### src/rtl/dmem_pkg.sv
// Shared types and helpers for the MEM-stage data-memory access controller.
// Holds the FSM encoding, funct3 codes and the lane/legality helpers.
package dmem_pkg;

  typedef enum logic [1:0] {
    IDLE = 2'd0,
    REQ  = 2'd1,
    WAIT = 2'd2,
    DONE = 2'd3
  } dmem_state_t;

  localparam logic [2:0] F3_B  = 3'b000;
  localparam logic [2:0] F3_H  = 3'b001;
  localparam logic [2:0] F3_W  = 3'b010;
  localparam logic [2:0] F3_BU = 3'b100;
  localparam logic [2:0] F3_HU = 3'b101;

  // funct3[1:0] encodes the access size for both signed and unsigned loads.
  function automatic logic [3:0] store_be(input logic [2:0] funct3, input logic [1:0] off);
    case (funct3[1:0])
      2'b00:   store_be = 4'b0001 << off;
      2'b01:   store_be = 4'b0011 << off;
      default: store_be = 4'b1111;
    endcase
  endfunction

  function automatic logic [31:0] store_wdata(input logic [2:0] funct3, input logic [31:0] sd);
    case (funct3[1:0])
      2'b00:   store_wdata = {4{sd[7:0]}};
      2'b01:   store_wdata = {2{sd[15:0]}};
      default: store_wdata = sd;
    endcase
  endfunction

  function automatic logic is_legal(input logic we, input logic [2:0] funct3, input logic [1:0] off);
    case (funct3)
      F3_B:    is_legal = 1'b1;
      F3_H:    is_legal = ~off[0];
      F3_W:    is_legal = (off == 2'b00);
      F3_BU:   is_legal = ~we;
      F3_HU:   is_legal = ~we & ~off[0];
      default: is_legal = 1'b0;
    endcase
  endfunction

endpackage

### src/rtl/dmem_access_ctrl_load_extend.sv
// Selects the addressed byte/half from a read word and sign- or zero-extends it.
module load_extend
  import dmem_pkg::*;
(
  input  logic [31:0] rdata,
  input  logic [2:0]  funct3,
  input  logic [1:0]  off,
  output logic [31:0] load_data
);

  logic [7:0]  byte_sel;
  logic [15:0] half_sel;

  always_comb begin
    byte_sel = rdata[{off, 3'b000} +: 8];
    half_sel = off[1] ? rdata[31:16] : rdata[15:0];
    case (funct3)
      F3_B:    load_data = {{24{byte_sel[7]}}, byte_sel};
      F3_H:    load_data = {{16{half_sel[15]}}, half_sel};
      F3_BU:   load_data = {24'd0, byte_sel};
      F3_HU:   load_data = {16'd0, half_sel};
      default: load_data = rdata;
    endcase
  end

endmodule

### src/rtl/dmem_access_ctrl.sv
// MEM-stage load/store sequencer onto a valid/ready data-memory port.
// Request stays stable from REQ entry until mem_req_ready is seen high on a rising edge.
module dmem_access_ctrl
  import dmem_pkg::*;
#(
  parameter int ADDR_W = 32
) (
  input  logic              clk,
  input  logic              reset,
  input  logic              MemWrite,
  input  logic              MemRead,
  input  logic [2:0]        funct3,
  input  logic [ADDR_W-1:0] addr,
  input  logic [31:0]       store_data,
  output logic              stall,
  output logic [31:0]       load_data,
  output logic              load_valid,
  output logic              misaligned,
  output logic              mem_req_valid,
  input  logic              mem_req_ready,
  output logic              mem_we,
  output logic [ADDR_W-1:0] mem_addr,
  output logic [31:0]       mem_wdata,
  output logic [3:0]        mem_be,
  input  logic              mem_rsp_valid,
  input  logic [31:0]       mem_rsp_rdata,
  output dmem_state_t       state_dbg
);

  dmem_state_t       state_q, state_d;
  logic              we_q, we_d;
  logic [2:0]        funct3_q, funct3_d;
  logic [1:0]        off_q, off_d;
  logic [ADDR_W-1:0] addr_q, addr_d;
  logic [31:0]       wdata_q, wdata_d;
  logic [3:0]        be_q, be_d;
  logic [31:0]       load_data_q, load_data_d;
  logic [31:0]       ext_data;
  logic              req_present;
  logic              req_legal;

  load_extend u_load_extend (
    .rdata     (mem_rsp_rdata),
    .funct3    (funct3_q),
    .off       (off_q),
    .load_data (ext_data)
  );

  // A simultaneous read and write request is treated as a store.
  assign req_present = MemWrite | MemRead;
  assign req_legal   = is_legal(MemWrite, funct3, addr[1:0]);

  always_comb begin
    state_d       = state_q;
    we_d          = we_q;
    funct3_d      = funct3_q;
    off_d         = off_q;
    addr_d        = addr_q;
    wdata_d       = wdata_q;
    be_d          = be_q;
    load_data_d   = load_data_q;
    stall         = 1'b0;
    misaligned    = 1'b0;
    mem_req_valid = 1'b0;
    load_valid    = 1'b0;
    case (state_q)
      IDLE: begin
        if (req_present) begin
          if (req_legal) begin
            stall    = 1'b1;
            we_d     = MemWrite;
            funct3_d = funct3;
            off_d    = addr[1:0];
            addr_d   = {addr[ADDR_W-1:2], 2'b00};
            wdata_d  = store_wdata(funct3, store_data);
            be_d     = store_be(funct3, addr[1:0]);
            state_d  = REQ;
          end else begin
            misaligned = 1'b1;
          end
        end
      end
      REQ: begin
        stall         = 1'b1;
        mem_req_valid = 1'b1;
        if (mem_req_ready) state_d = we_q ? DONE : WAIT;
      end
      WAIT: begin
        stall = 1'b1;
        if (mem_rsp_valid) begin
          load_data_d = ext_data;
          state_d     = DONE;
        end
      end
      DONE: begin
        // Pipeline inputs still hold the completing instruction here, so they are ignored.
        load_valid = ~we_q;
        state_d    = IDLE;
      end
      default: state_d = IDLE;
    endcase
  end

  always_ff @(posedge clk) begin
    if (reset) begin
      state_q     <= IDLE;
      we_q        <= 1'b0;
      funct3_q    <= 3'b000;
      off_q       <= 2'b00;
      addr_q      <= '0;
      wdata_q     <= 32'd0;
      be_q        <= 4'b0000;
      load_data_q <= 32'd0;
    end else begin
      state_q     <= state_d;
      we_q        <= we_d;
      funct3_q    <= funct3_d;
      off_q       <= off_d;
      addr_q      <= addr_d;
      wdata_q     <= wdata_d;
      be_q        <= be_d;
      load_data_q <= load_data_d;
    end
  end

  assign mem_we    = we_q;
  assign mem_addr  = addr_q;
  assign mem_wdata = wdata_q;
  assign mem_be    = be_q;
  assign load_data = load_data_q;
  assign state_dbg = state_q;

endmodule

### config.mk
export PLATFORM = sky130hd
export DESIGN_NAME = dmem_access_ctrl
export DESIGN_NICKNAME = d
export VERILOG_FILES = /design/src/rtl/dmem_pkg.sv /design/src/rtl/dmem_access_ctrl_load_extend.sv /design/src/rtl/dmem_access_ctrl.sv
export SDC_FILE = /design/constraint.sdc
export NUM_CORES = 1
export LEC_CHECK = 0
export ABC_AREA = 0
export ABC_CLOCK_PERIOD_IN_PS = 3850
export CORE_MARGIN = 2
export CORE_UTILIZATION = 47
export CTS_BUF_LIST = sky130_fd_sc_hd__clkbuf_4
export CTS_CLUSTER_DIAMETER = 150
export CTS_CLUSTER_SIZE = 40
export DETAILED_ROUTE_END_ITERATION = 16
export MAX_ROUTING_LAYER = met4
export PLACE_DENSITY_LB_ADDON = 0.2
export SLEW_MARGIN = 30
export SYNTH_ARGS = -nofsm -noshare
export SYNTH_HDL_FRONTEND = slang
export SYNTH_SLANG_ARGS = --single-unit
export TNS_END_PERCENT = 100
### constraint.sdc
create_clock -name clk -period 3.85 [get_ports clk]
set_clock_uncertainty 0.15 [all_clocks]
set_input_delay 0.385 -clock clk [delete_from_list [all_inputs] [get_ports clk]]
set_output_delay 0.385 -clock clk [all_outputs]
set_load 0.05 [all_outputs]
Word level (Yosys, flattened, before mapping) --
Index checks and enable logic that the tools add are counted.
Storage, ports and cells: memories 0, bits in registers 106, logic and storage cells 59, RAM bits 0, output and inout bits 107, latch bits 0, bits in read-only memories 0, input bits 105
Cells by class: muxes and demuxes 19, shift-type cells 3, reductions and logical operators 9, bitwise gates (word level) 5, multiply operators 0, divide/modulo/power cells 0, $add $sub $neg 0, $lt $le $gt $ge 0, equality and inequality tests 15
Operators by type and width (number):
- 32-bit case mux with 4 select lines | 1
- 32-bit case mux with 2 select lines | 1
- 32-bit by 6-bit variable part select with 8-bit output | 1
- 16-bit 2-to-1 mux | 1
- 3-bit == test, second input constant | 4
- 1-bit 2-to-1 mux | 8
- 2-bit 2-to-1 mux | 4
- 2-bit inequality test, second input constant | 4
- 2-bit case mux with 4 select lines | 1
- 4-bit case mux with 2 select lines | 1
- 3-bit by 1-bit == test with 1-bit output, second input constant | 2
- 2-bit logical NOT | 3
- 3-bit logical NOT | 2
- 1-bit case mux with 5 select lines | 1
- 2-bit by 1-bit == test with 1-bit output, second input constant | 2
- 2-bit == test, second input constant | 2
- 4-bit AND reduction | 1
- 1-bit by 2-bit << shifter with 4-bit output, first input constant | 1
- 2-bit by 2-bit << shifter with 4-bit output, first input constant | 1
- 3-bit by 2-bit == test with 1-bit output, second input constant | 1
- 1-bit NOT | 3
- 3-bit AND reduction | 1
- 1-bit case mux with 2 select lines | 1
- 2-bit AND reduction | 1
- other kinds (3) | 3

Depth between registers and ports, before layout --
Gate-level depths: netlist of run 1.
word-level depth 6, mapped depth 8, gate-level depth less buffers 6

Cells and area by module --
From an unflattened synthesis of run 1, not the netlist that was laid out.
Second synthesis, totals: cell total of the unflattened synthesis 641, area, all modules 4933.5 µm²
By module, submodules not included:
- dmem_access_ctrl | times used 1, area an instance 4172.8 µm², sequential area each 2122.0 µm², cells each 523
- load_extend | times used 1, area an instance 760.7 µm², sequential area each 0.0 µm², cells each 118

Worst setup path before layout of run 1 --
Ideal clock, no wire load.
path type reg-to-output, start point register state_q[0] (netlist: state_dbg[0]), end point output port stall, path slack 1154 ps, path buffers 1, arrival 2161 ps, data required time 3315 ps, stages on the path, launching flop included 8, cell sequence dfxtp_1 inv_1 ha_1 o21ai_0 a21oi_4 buf_2 nor2_1 nor2_1
Between the ends: word-level cells in the longest chain between the ends 3, elaborated cells on any way between the ends 5, classes of those cells eq/ne (2); mux (1); reduce/logical (2)
RTL lines:
- start, declared | line dmem_access_ctrl.sv:30 | dmem_state_t state_q, state_d;
- start signal, assigned | line dmem_access_ctrl.sv:115 | state_q <= state_d;
- 2-bit == test / 2-bit by 1-bit == test with 1-bit output (equally long branches) | line dmem_access_ctrl.sv:66 | case (state_q)
- 2-bit OR reduction (no source line)
- 1-bit case mux with 2 select lines (*) | line dmem_access_ctrl.sv:66
- end, declared | line dmem_access_ctrl.sv:15 | output logic stall,
Mark *: on every way between the ends. The rest lies on a longest branch, timed or not.

Worst setup path in the final report of run 1 --
start point input port addr[0], end point output port misaligned
Between the ends: word-level cells in the longest chain between the ends 6, elaborated cells on any way between the ends 7, classes of those cells mux (4); bitwise (2); reduce/logical (1)
RTL lines:
- start, declared | line dmem_access_ctrl.sv:13 | input logic [ADDR_W-1:0] addr,
- 1-bit NOT | line dmem_pkg.sv:38, dmem_pkg.sv:41
- 1-bit AND | line dmem_pkg.sv:41 | F3_HU: is_legal = ~we & ~off[0];
- 1-bit case mux with 5 select lines (*) | line dmem_pkg.sv:36 | case (funct3)
- 1-bit 2-to-1 mux (*) | line dmem_access_ctrl.sv:69 | if (req_legal) begin
- 1-bit 2-to-1 mux (*) | line dmem_access_ctrl.sv:68 | if (req_present) begin
- 1-bit 2-to-1 mux (*) | line dmem_access_ctrl.sv:66
- end, declared | line dmem_access_ctrl.sv:18 | output logic misaligned,
Marks and branches as above.

==> flow_summary.ini, run 1 <==
[outcome]
status = complete, no violations

[worst_setup_path]
reg2regPathDepth = 4
arrival_ns = 2.41
critPathKind = in -> out
worstPathMaxFanout = 7
worstPathRequired_ns = 3.31
crit_path_start_kind = input port
rr_startpoint = off_q[1]
critical_path.reg2reg.endpoint = load_data[15]
register_to_register_setup_slack_ns = 1.56
timing.critical_path.to_type = output pin

[grt]
grt.total_usage_pct = 26.6
grt_pass1_wl_um = 23100
number_of_global_route_vias_before_repair = 4709
number_of_antenna_violations_at_the_first_check_in_global_routing = 0
grt_max_degree = 90
grt_overflow = 0

[layout]
final_common_cell = sky130_fd_sc_hd__clkdlybuf4s50_1
layout-drive-gt1-share_pct = 4.79
fin_area_sq_mm = 0.00705
most-common-layout-cells = sky130_fd_sc_hd__clkdlybuf4s50_1 (207), sky130_fd_sc_hd__nand2_1 (145), sky130_fd_sc_hd__dfxtp_1 (106)
nFillCells = 796
antennaDiodeCount = 0
seq_area_sq_mm = 0.00212
multi_input_comb_area_sq_mm = 0.00242
final_cells = 906
utilization_pct = 71.8
area_growth_syn_to_layout_pct = 47.9
design.final.nets = 879

[yosys]
post_synth.cell_area_avg_sq_um = 8.08
synth-warning-count = 0
syn_inst = 590
synth.lib_cells_used.distinct = 37
yosys_most_used_dff = sky130_fd_sc_hd__dfxtp_1
synth_area_sq_mm = 0.00477
synth_sequential_area_ratio_pct = 44.5
postSynth.asyncResetShare_pct = 0
synth_seq_cells = 106
synth_enable_flop_cells = 0

[placement]
dp_hpwl_um = 10500
placed_area_sq_mm = 0.00689
gp_congestion = 0.891
io_buffers = 209
cell_total_after_placement = 890

[sta]
final_min_period_over_clock_period_pct = 76.6
setup_total_negative_slack_ns = 0
max_freq_mhz = 339
timing.final.hold_violations = 0
timing.max_slew.rel_slack_pct = 46.0
period_needed_ns = 2.95
max_transition_viols_final = 0
finalSetupViolCount = 0
worst_pin_slew_ns = 0.809
rsz0062_at_grt = no

[cts]
cts_tree = yes
clock_tree.htree_level_count = 3
postCtsResizedCells = 0
clk-insertion-delay-late_ns = 0.44
post_cts_buffers = 0
cts_inserted_buffers = 9
cts_num_sinks = 106
clkTransAtPathRegs_ns = 0.18
ctsLongestPathBuffers = 2
clock-root-buffer = sky130_fd_sc_hd__clkbuf_4
cts_hold_buffers = 0

[worst_hold_path]
min_path_type = in -> reg
hold_path_end = mem_addr[15]
hold_path_startpoint = addr[15]
timing.hold.worst_path_depth = 3

[die]
die_w_um = 105
die_h_um = 105
top_level_ports = 212
start_util_pct = 48.6
rows = 36
fp.dieArea_sq_mm = 0.0110
core_sq_mm = 0.00982

[power]
pwr-share-seq_pct = 36.6
power_per_cell_area_mw_per_mm2 = 535
power_frac_clock_pct = 16.1
comb_power_share_pct = 47.3
switching_component_of_the_power_uw = 1660
cellInternalPower_uw = 2120
sw_frac_of_total_pct = 43.9
leakage_power_uw = 0.00251
worst_ir_drop_vdd_v = 0.000296

[route]
route.vias.total = 4901
drt_iter0_drcs = 224
wl_um = 14600
met2RoutedLength_um = 7210
detail_route.wirelength.met1_um = 5870
route.detailed.wl_per_inst_um = 16.1
drt_pass1_iterations = 4
number_of_routed_nets_with_antenna_violations = 0
post_drt_via_cell_ratio = 5.41
detail_route.drc_violations = 0
topRoutingLayerUsed = met4
met3_wirelength_um = 1190

[job]
maxCapViolations = 0
[stage by stage]
step	total power, uW	hold WS, ns	setup slack [ns]
floorplan	2550	0.300	1.15
global placement	3150	0.292	0.965
detailed placement	3190	0.296	0.924
CTS	3800	0.274	0.917
global route	3950	0.274	0.790
finish	3770	0.307	0.901
[flip-flops by register name (all words and copies together) (netlist names)]
register,cells
off_q,2
state_dbg,2
mem_wdata,32
mem_we,1
funct3_q,3
mem_be,4
mem_addr,30
load_data,32
[Yosys cell counts, types with 8 or more instances]
cell,count,share of area (%)
sky130_fd_sc_hd__nand2_1,145,11
sky130_fd_sc_hd__o21ai_0,35,3.7
sky130_fd_sc_hd__a31oi_1,8,1.0
sky130_fd_sc_hd__nor2_1,37,2.9
sky130_fd_sc_hd__dfxtp_1,106,45
sky130_fd_sc_hd__clkbuf_1,34,2.7
sky130_fd_sc_hd__a21oi_1,64,6.7
sky130_fd_sc_hd__o211ai_1,8,1.3
sky130_fd_sc_hd__buf_2,10,1.0
sky130_fd_sc_hd__mux2_2,8,1.9
sky130_fd_sc_hd__mux2i_1,27,5.7
sky130_fd_sc_hd__nand3b_1,15,2.4
sky130_fd_sc_hd__a211oi_1,25,3.9
sky130_fd_sc_hd__a21o_1,9,1.4
sky130_fd_sc_hd__a311oi_1,9,1.7
[cells by family (layout without fill, tap and decap cells)]
kind of cell	count (synthesis)	after routing	share of synthesized area, %
AOI/OAI and AO/OA	175	175	22.9
adders and majority gates	6	6	1.57
buffers and inverters	57	239	4.99
DFF	106	106	44.5
muxes	35	35	7.56
other	1	2	0.0786
and+or+nand+nor	210	210	18.4
[power groups by stage]
stage               Clock (uW)  Combinational [uW]  Sequential, uW
finish                     607                1790            1380
CTS                        627                1790            1380
global route               660                1890            1400
floorplan                    0                 619            1930
detailed placement           0                1790            1400
global placement             0                1750            1400
[how the worst max path moves through the flow]
stage                 start         end  slack, ns  cells after the start
2_1_floorplan  state_dbg[0]       stall       1.15                      7
3_3_place_gp        addr[0]  misaligned       0.96                      5
3_5_place_dp        addr[0]  misaligned       0.92                      5
4_1_cts             addr[0]  misaligned       0.92                      5
5_1_grt        state_dbg[1]  misaligned       0.79                      5
6_report            addr[0]  misaligned       0.90                      5
[layout make-up]
type	instances	share of cell area (%)
Timing Repair Buffer	216	30.7
Sequential cell	106	30.1
Tap cell	133	2.36
Clock buffer	9	0.958
Clock inverter	7	1.22
Multi-Input combinational cell	428	34.3
Inverter	7	0.373
[layer usage]
layer / up-vias / global-route usage, %
met5: - / -
met4: 0 / 9.52
met3: 23 / 7.30
met2: 200 / 44.1
met1: 2281 / 30.9
li1: 2397 / -
[worst max-delay path: stages]
cell and delay (ns):
sky130_fd_sc_hd__clkdlybuf4s50_1 0.53, sky130_fd_sc_hd__or4_4 0.63, sky130_fd_sc_hd__nand2_1 0.10, sky130_fd_sc_hd__nor2_1 0.04
sky130_fd_sc_hd__clkdlybuf4s50_1 0.72
(Power assumes the default switching activity.)
==> inputs of run 2 (changes only) <==
--- a/config.mk
+++ b/config.mk
@@ -6,9 +6,9 @@
 export NUM_CORES = 1
 export LEC_CHECK = 0
 export ABC_AREA = 0
-export ABC_CLOCK_PERIOD_IN_PS = 3850
+export ABC_CLOCK_PERIOD_IN_PS = 2400
 export CORE_MARGIN = 2
-export CORE_UTILIZATION = 47
+export CORE_UTILIZATION = 39
 export CTS_BUF_LIST = sky130_fd_sc_hd__clkbuf_4
 export CTS_CLUSTER_DIAMETER = 150
 export CTS_CLUSTER_SIZE = 40
==> constraint.sdc (replaced) <==
create_clock -name clk -period 2.4 [get_ports clk]
set_clock_uncertainty 0.15 [all_clocks]
set_input_delay 0.24 -clock clk [delete_from_list [all_inputs] [get_ports clk]]
set_output_delay 0.24 -clock clk [all_outputs]
set_load 0.05 [all_outputs]
==> flow_summary.ini, run 2 (synthesized netlist as in run 1, its figures left out) <==
[sta]
max_transition_viols_final = 0
worst_pin_slew_ns = 0.925
setup_total_negative_slack_ns = 0
period_needed_ns = 2.25
final_min_period_over_clock_period_pct = 93.7
finalSetupViolCount = 0
max_freq_mhz = 445
timing.final.hold_violations = 0
rsz0062_at_grt = no
timing.max_slew.rel_slack_pct = 38.3

[layout]
final_common_cell = sky130_fd_sc_hd__clkdlybuf4s50_1
layout-drive-gt1-share_pct = 6.87
most-common-layout-cells = sky130_fd_sc_hd__clkdlybuf4s50_1 (204), sky130_fd_sc_hd__nand2_1 (145), sky130_fd_sc_hd__dfxtp_1 (104)
utilization_pct = 59.9
design.final.nets = 892
area_growth_syn_to_layout_pct = 50.3
fin_area_sq_mm = 0.00717

[die]
fp.dieArea_sq_mm = 0.0131
die_w_um = 115
start_util_pct = 39.9
top_level_ports = 212
die_h_um = 115
rows = 40
core_sq_mm = 0.0120

[grt]
number_of_global_route_vias_before_repair = 4723
grt_pass1_wl_um = 23500
grt_overflow = 0
number_of_antenna_violations_at_the_first_check_in_global_routing = 1
grt_max_degree = 90
grt.total_usage_pct = 23.4

[worst_setup_path]
timing.critical_path.to_type = output pin
worstPathMaxFanout = 5
crit_path_start_kind = flip-flop
critPathKind = reg -> out
worstPathRequired_ns = 2.01
arrival_ns = 1.86

[route]
drt_iter0_drcs = 313
detail_route.drc_violations = 0
number_of_routed_nets_with_antenna_violations = 0
post_drt_via_cell_ratio = 5.22
drt_pass1_iterations = 5
route.vias.total = 4882
route.detailed.wl_per_inst_um = 16.2
wl_um = 15200

[power]
leakage_power_uw = 0.00258
fin_total_pwr_uw = 6020
worst_ir_drop_vdd_v = 0.000404
power_per_cell_area_mw_per_mm2 = 840

[job]
maxCapViolations = 0

[outcome]
status = complete, no violations

[cts]
ctsLongestPathBuffers = 2
clkTransAtPathRegs_ns = 0.16
cts_hold_buffers = 0
clock-root-buffer = sky130_fd_sc_hd__clkbuf_4
clk-insertion-delay-late_ns = 0.48
cts_num_sinks = 106
clock_tree.htree_level_count = 3
cts_tree = yes
cts_inserted_buffers = 9

[placement]
dp_hpwl_um = 11000
io_buffers = 209
placed_area_sq_mm = 0.00703
gp_congestion = 0.912

[worst_hold_path]
min_path_type = in -> reg
run 2: power by group:
group	leakage, uW	internal (uW)	switching [uW]
registers	0.000865	2040	170
clock network	0.0000604	225	615
logic	0.00165	1090	1880
total	0.00258	3350	2660
run 2: final timing paths:
kind                startpoint             to  slack (ns)  cells past startpoint
hold reg to reg   mem_wdata[2]   mem_wdata[2]        0.31                      2
setup / recovery  state_dbg[0]          stall        0.15                      8
setup reg to reg  state_dbg[0]  mem_wdata[11]        0.45                      9
hold / removal        addr[13]   mem_addr[13]        0.13                      3
run 2: metrics by stage:
stage / worst slack, ns / cells / hold WS (ns)
after floorplan: 0.0704 / 591 / 0.226
after global routing: 0.0373 / 934 / 0.115
after global placement: 0.111 / 915 / 0.291
after CTS: -0.0325 / 931 / 0.0933
after detailed placement: 0.0439 / 915 / 0.298
final: 0.151 / 935 / 0.128
run 2: timing repair:
item / in CTS / in global routing
cloned: 0 / 0
buffers inserted: 0 / 2
hold endpoints to repair: 0 / 0
endpoints found under the setup margin: 3 / 1
resized for setup: 5 / 3
run 2: final cells by class:
type	count	area (sq um)
inverters	7	26.3
repair buffers	229	2290
clock inverters	6	41.3
diodes	2	5.00
well taps	147	184
fillers	1062	4790
clock buffers	10	75.1
multi-input cells	428	2420
flip-flops and latches	106	2130
run 2: routing by layer:
metal | up-vias | track usage, % | part of all wire, %
met5 | - | - | 0
met4 | 0 | 10.2 | 2.4
met3 | 24 | 6.56 | 8.4
met2 | 179 | 37.4 | 48
met1 | 2253 | 27.6 | 42
li1 | 2426 | - | -
run 2: critical path, cell delays in order (launching register included):
cell                      delay [ns]
sky130_fd_sc_hd__dfxtp_4        0.39
sky130_fd_sc_hd__inv_2          0.09
sky130_fd_sc_hd__ha_1           0.18
sky130_fd_sc_hd__o21ai_1        0.09
sky130_fd_sc_hd__buf_4          0.16
sky130_fd_sc_hd__a21oi_4        0.13
sky130_fd_sc_hd__nor2_1         0.07
sky130_fd_sc_hd__nor2_2         0.12
sky130_fd_sc_hd__buf_12         0.15
==> inputs of run 3 (changes only) <==
--- a/config.mk
+++ b/config.mk
@@ -7,7 +7,7 @@
 export LEC_CHECK = 0
 export ABC_AREA = 0
 export ABC_CLOCK_PERIOD_IN_PS = 2400
-export CORE_MARGIN = 2
+export CORE_MARGIN = 4
 export CORE_UTILIZATION = 39
 export CTS_BUF_LIST = sky130_fd_sc_hd__clkbuf_4
 export CTS_CLUSTER_DIAMETER = 150
==> flow_summary.ini, run 3 (synthesized netlist as in run 1, its figures left out) <==
[sta]
finalSetupViolCount = 0
final_min_period_over_clock_period_pct = 93.7
max_freq_mhz = 445
rsz0062_at_grt = no
timing.final.hold_violations = 0
period_needed_ns = 2.25
setup_total_negative_slack_ns = 0
worst_pin_slew_ns = 0.575
max_transition_viols_final = 0
timing.max_slew.rel_slack_pct = 61.6
worst_hold_slack_ns = 0.0186

[worst_setup_path]
timing.critical_path.max_delay_family = buffers and inverters
reg2regPathDepth = 10
arrival_ns = 1.86
slowest_cell_delay_on_critical_path_ns = 0.38
critical_path.reg2reg.endpoint = mem_addr[2]
crit_start = state_dbg[1]
timing.critical_path.to_type = output pin
timing.critical_path.slowest_stage_cell = sky130_fd_sc_hd__dfxtp_2
cp.depth = 8
worstPathRequired_ns = 2.01
worstSetupEndpoint = stall
crit_path_start_kind = flip-flop
worstPathCellList = inv_1 -> ha_1 -> o21ai_0 -> buf_4 -> a21oi_4 -> nor2_1 -> nor2_2 -> buf_12
rr_startpoint = state_dbg[1]
cp.buffers_inverters = 3
critPathKind = reg -> out
register_to_register_setup_slack_ns = 0.38
worstPathMaxFanout = 6

[die]
core_sq_mm = 0.0120
die_h_um = 119
fp.dieArea_sq_mm = 0.0141
die_w_um = 119
start_util_pct = 39.7
top_level_ports = 212
rows = 40

[placement]
dp_hpwl_um = 11400
placed_area_sq_mm = 0.00705
io_buffers = 209
gp_congestion = 0.882

[route]
detail_route.drc_violations = 0
number_of_routed_nets_with_antenna_violations = 0
route.vias.total = 4933
post_drt_via_cell_ratio = 5.29
drt_pass1_iterations = 4
drt_iter0_drcs = 388
wl_um = 15700
route.detailed.wl_per_inst_um = 16.8

[cts]
cts_inserted_buffers = 9
clock-root-buffer = sky130_fd_sc_hd__clkbuf_4
cts_num_sinks = 106
clk-insertion-delay-late_ns = 0.48
clkTransAtPathRegs_ns = 0.17
ctsLongestPathBuffers = 2
clock_tree.htree_level_count = 3
cts_hold_buffers = 0
cts_tree = yes

[layout]
layout-drive-gt1-share_pct = 6.74
multi_input_comb_area_sq_mm = 0.00242
antennaDiodeCount = 0
area_growth_syn_to_layout_pct = 50.5
final_common_cell = sky130_fd_sc_hd__clkdlybuf4s50_1
nFillCells = 1083
most-common-layout-cells = sky130_fd_sc_hd__clkdlybuf4s50_1 (204), sky130_fd_sc_hd__nand2_1 (145), sky130_fd_sc_hd__dfxtp_1 (105)
seq_area_sq_mm = 0.00212
fin_area_sq_mm = 0.00718
design.final.nets = 892

[grt]
grt.total_usage_pct = 22.4
grt_overflow = 0
number_of_global_route_vias_before_repair = 5069
grt_max_degree = 51
number_of_antenna_violations_at_the_first_check_in_global_routing = 0
grt_pass1_wl_um = 25200

[outcome]
status = complete, no violations

[worst_hold_path]
min_path_type = in -> reg

[power]
fin_total_pwr_uw = 6050
leakage_power_uw = 0.00258
power_per_cell_area_mw_per_mm2 = 843
worst_ir_drop_vdd_v = 0.000472

[job]
maxCapViolations = 0
run 3: area by class of cell:
| cell class | count | share of cell area, % |
|---|---|---|
| clock inverter | 5 | 0.558 |
| inverter | 7 | 0.366 |
| multi-input combinational | 428 | 33.7 |
| clock buffer | 11 | 1.15 |
| timing repair buffer | 229 | 32.1 |
| tap | 147 | 2.56 |
| sequential | 106 | 29.6 |
run 3: routing by layer:
| layer | global-route usage [%] | vias up | share of wire (%) |
|---|---|---|---|
| li1 | - | 2423 | - |
| met1 | 26.9 | 2300 | 42 |
| met2 | 35.7 | 180 | 47 |
| met3 | 6.56 | 30 | 7.8 |
| met4 | 8.33 | 0 | 2.5 |
| met5 | - | - | 0 |
run 3: report_power, final:
group          switching (uW)  internal (uW)  leakage (uW)
combinational            1880           1100       0.00166
clock                     629            242     0.0000597
sequential                177           2030      0.000864
total                    2680           3370       0.00258
run 3: how the worst min path moves through the flow:
stage	start	to	slack, ns	depth (start not counted)
2_1_floorplan	funct3[2]	funct3_q[2]	0.23	2
3_5_place_dp	mem_wdata[29]	mem_wdata[29]	0.30	2
6_report	reset	load_data[30]	0.02	2
3_3_place_gp	mem_wdata[6]	mem_wdata[6]	0.29	2
4_1_cts	reset	load_data[14]	0.01	2
5_1_grt	reset	load_data[10]	0.03	2
run 3: per-stage QoR:
step                      instances  util [%]  setup WS (ns)
after floorplan                 591         -         0.0704
after CTS                       933      59.7         0.0901
after global placement          916      58.7         0.0691
after global routing            933      59.8        0.00260
after detailed placement        916      58.7        -0.0118
final                           933      59.8          0.151
run 3: timing repair:
action,4_1_cts,5_1_grt
buffers inserted,1,0
hold endpoints to repair,0,0
gates resized for setup,2,2
setup endpoints to repair,3,1
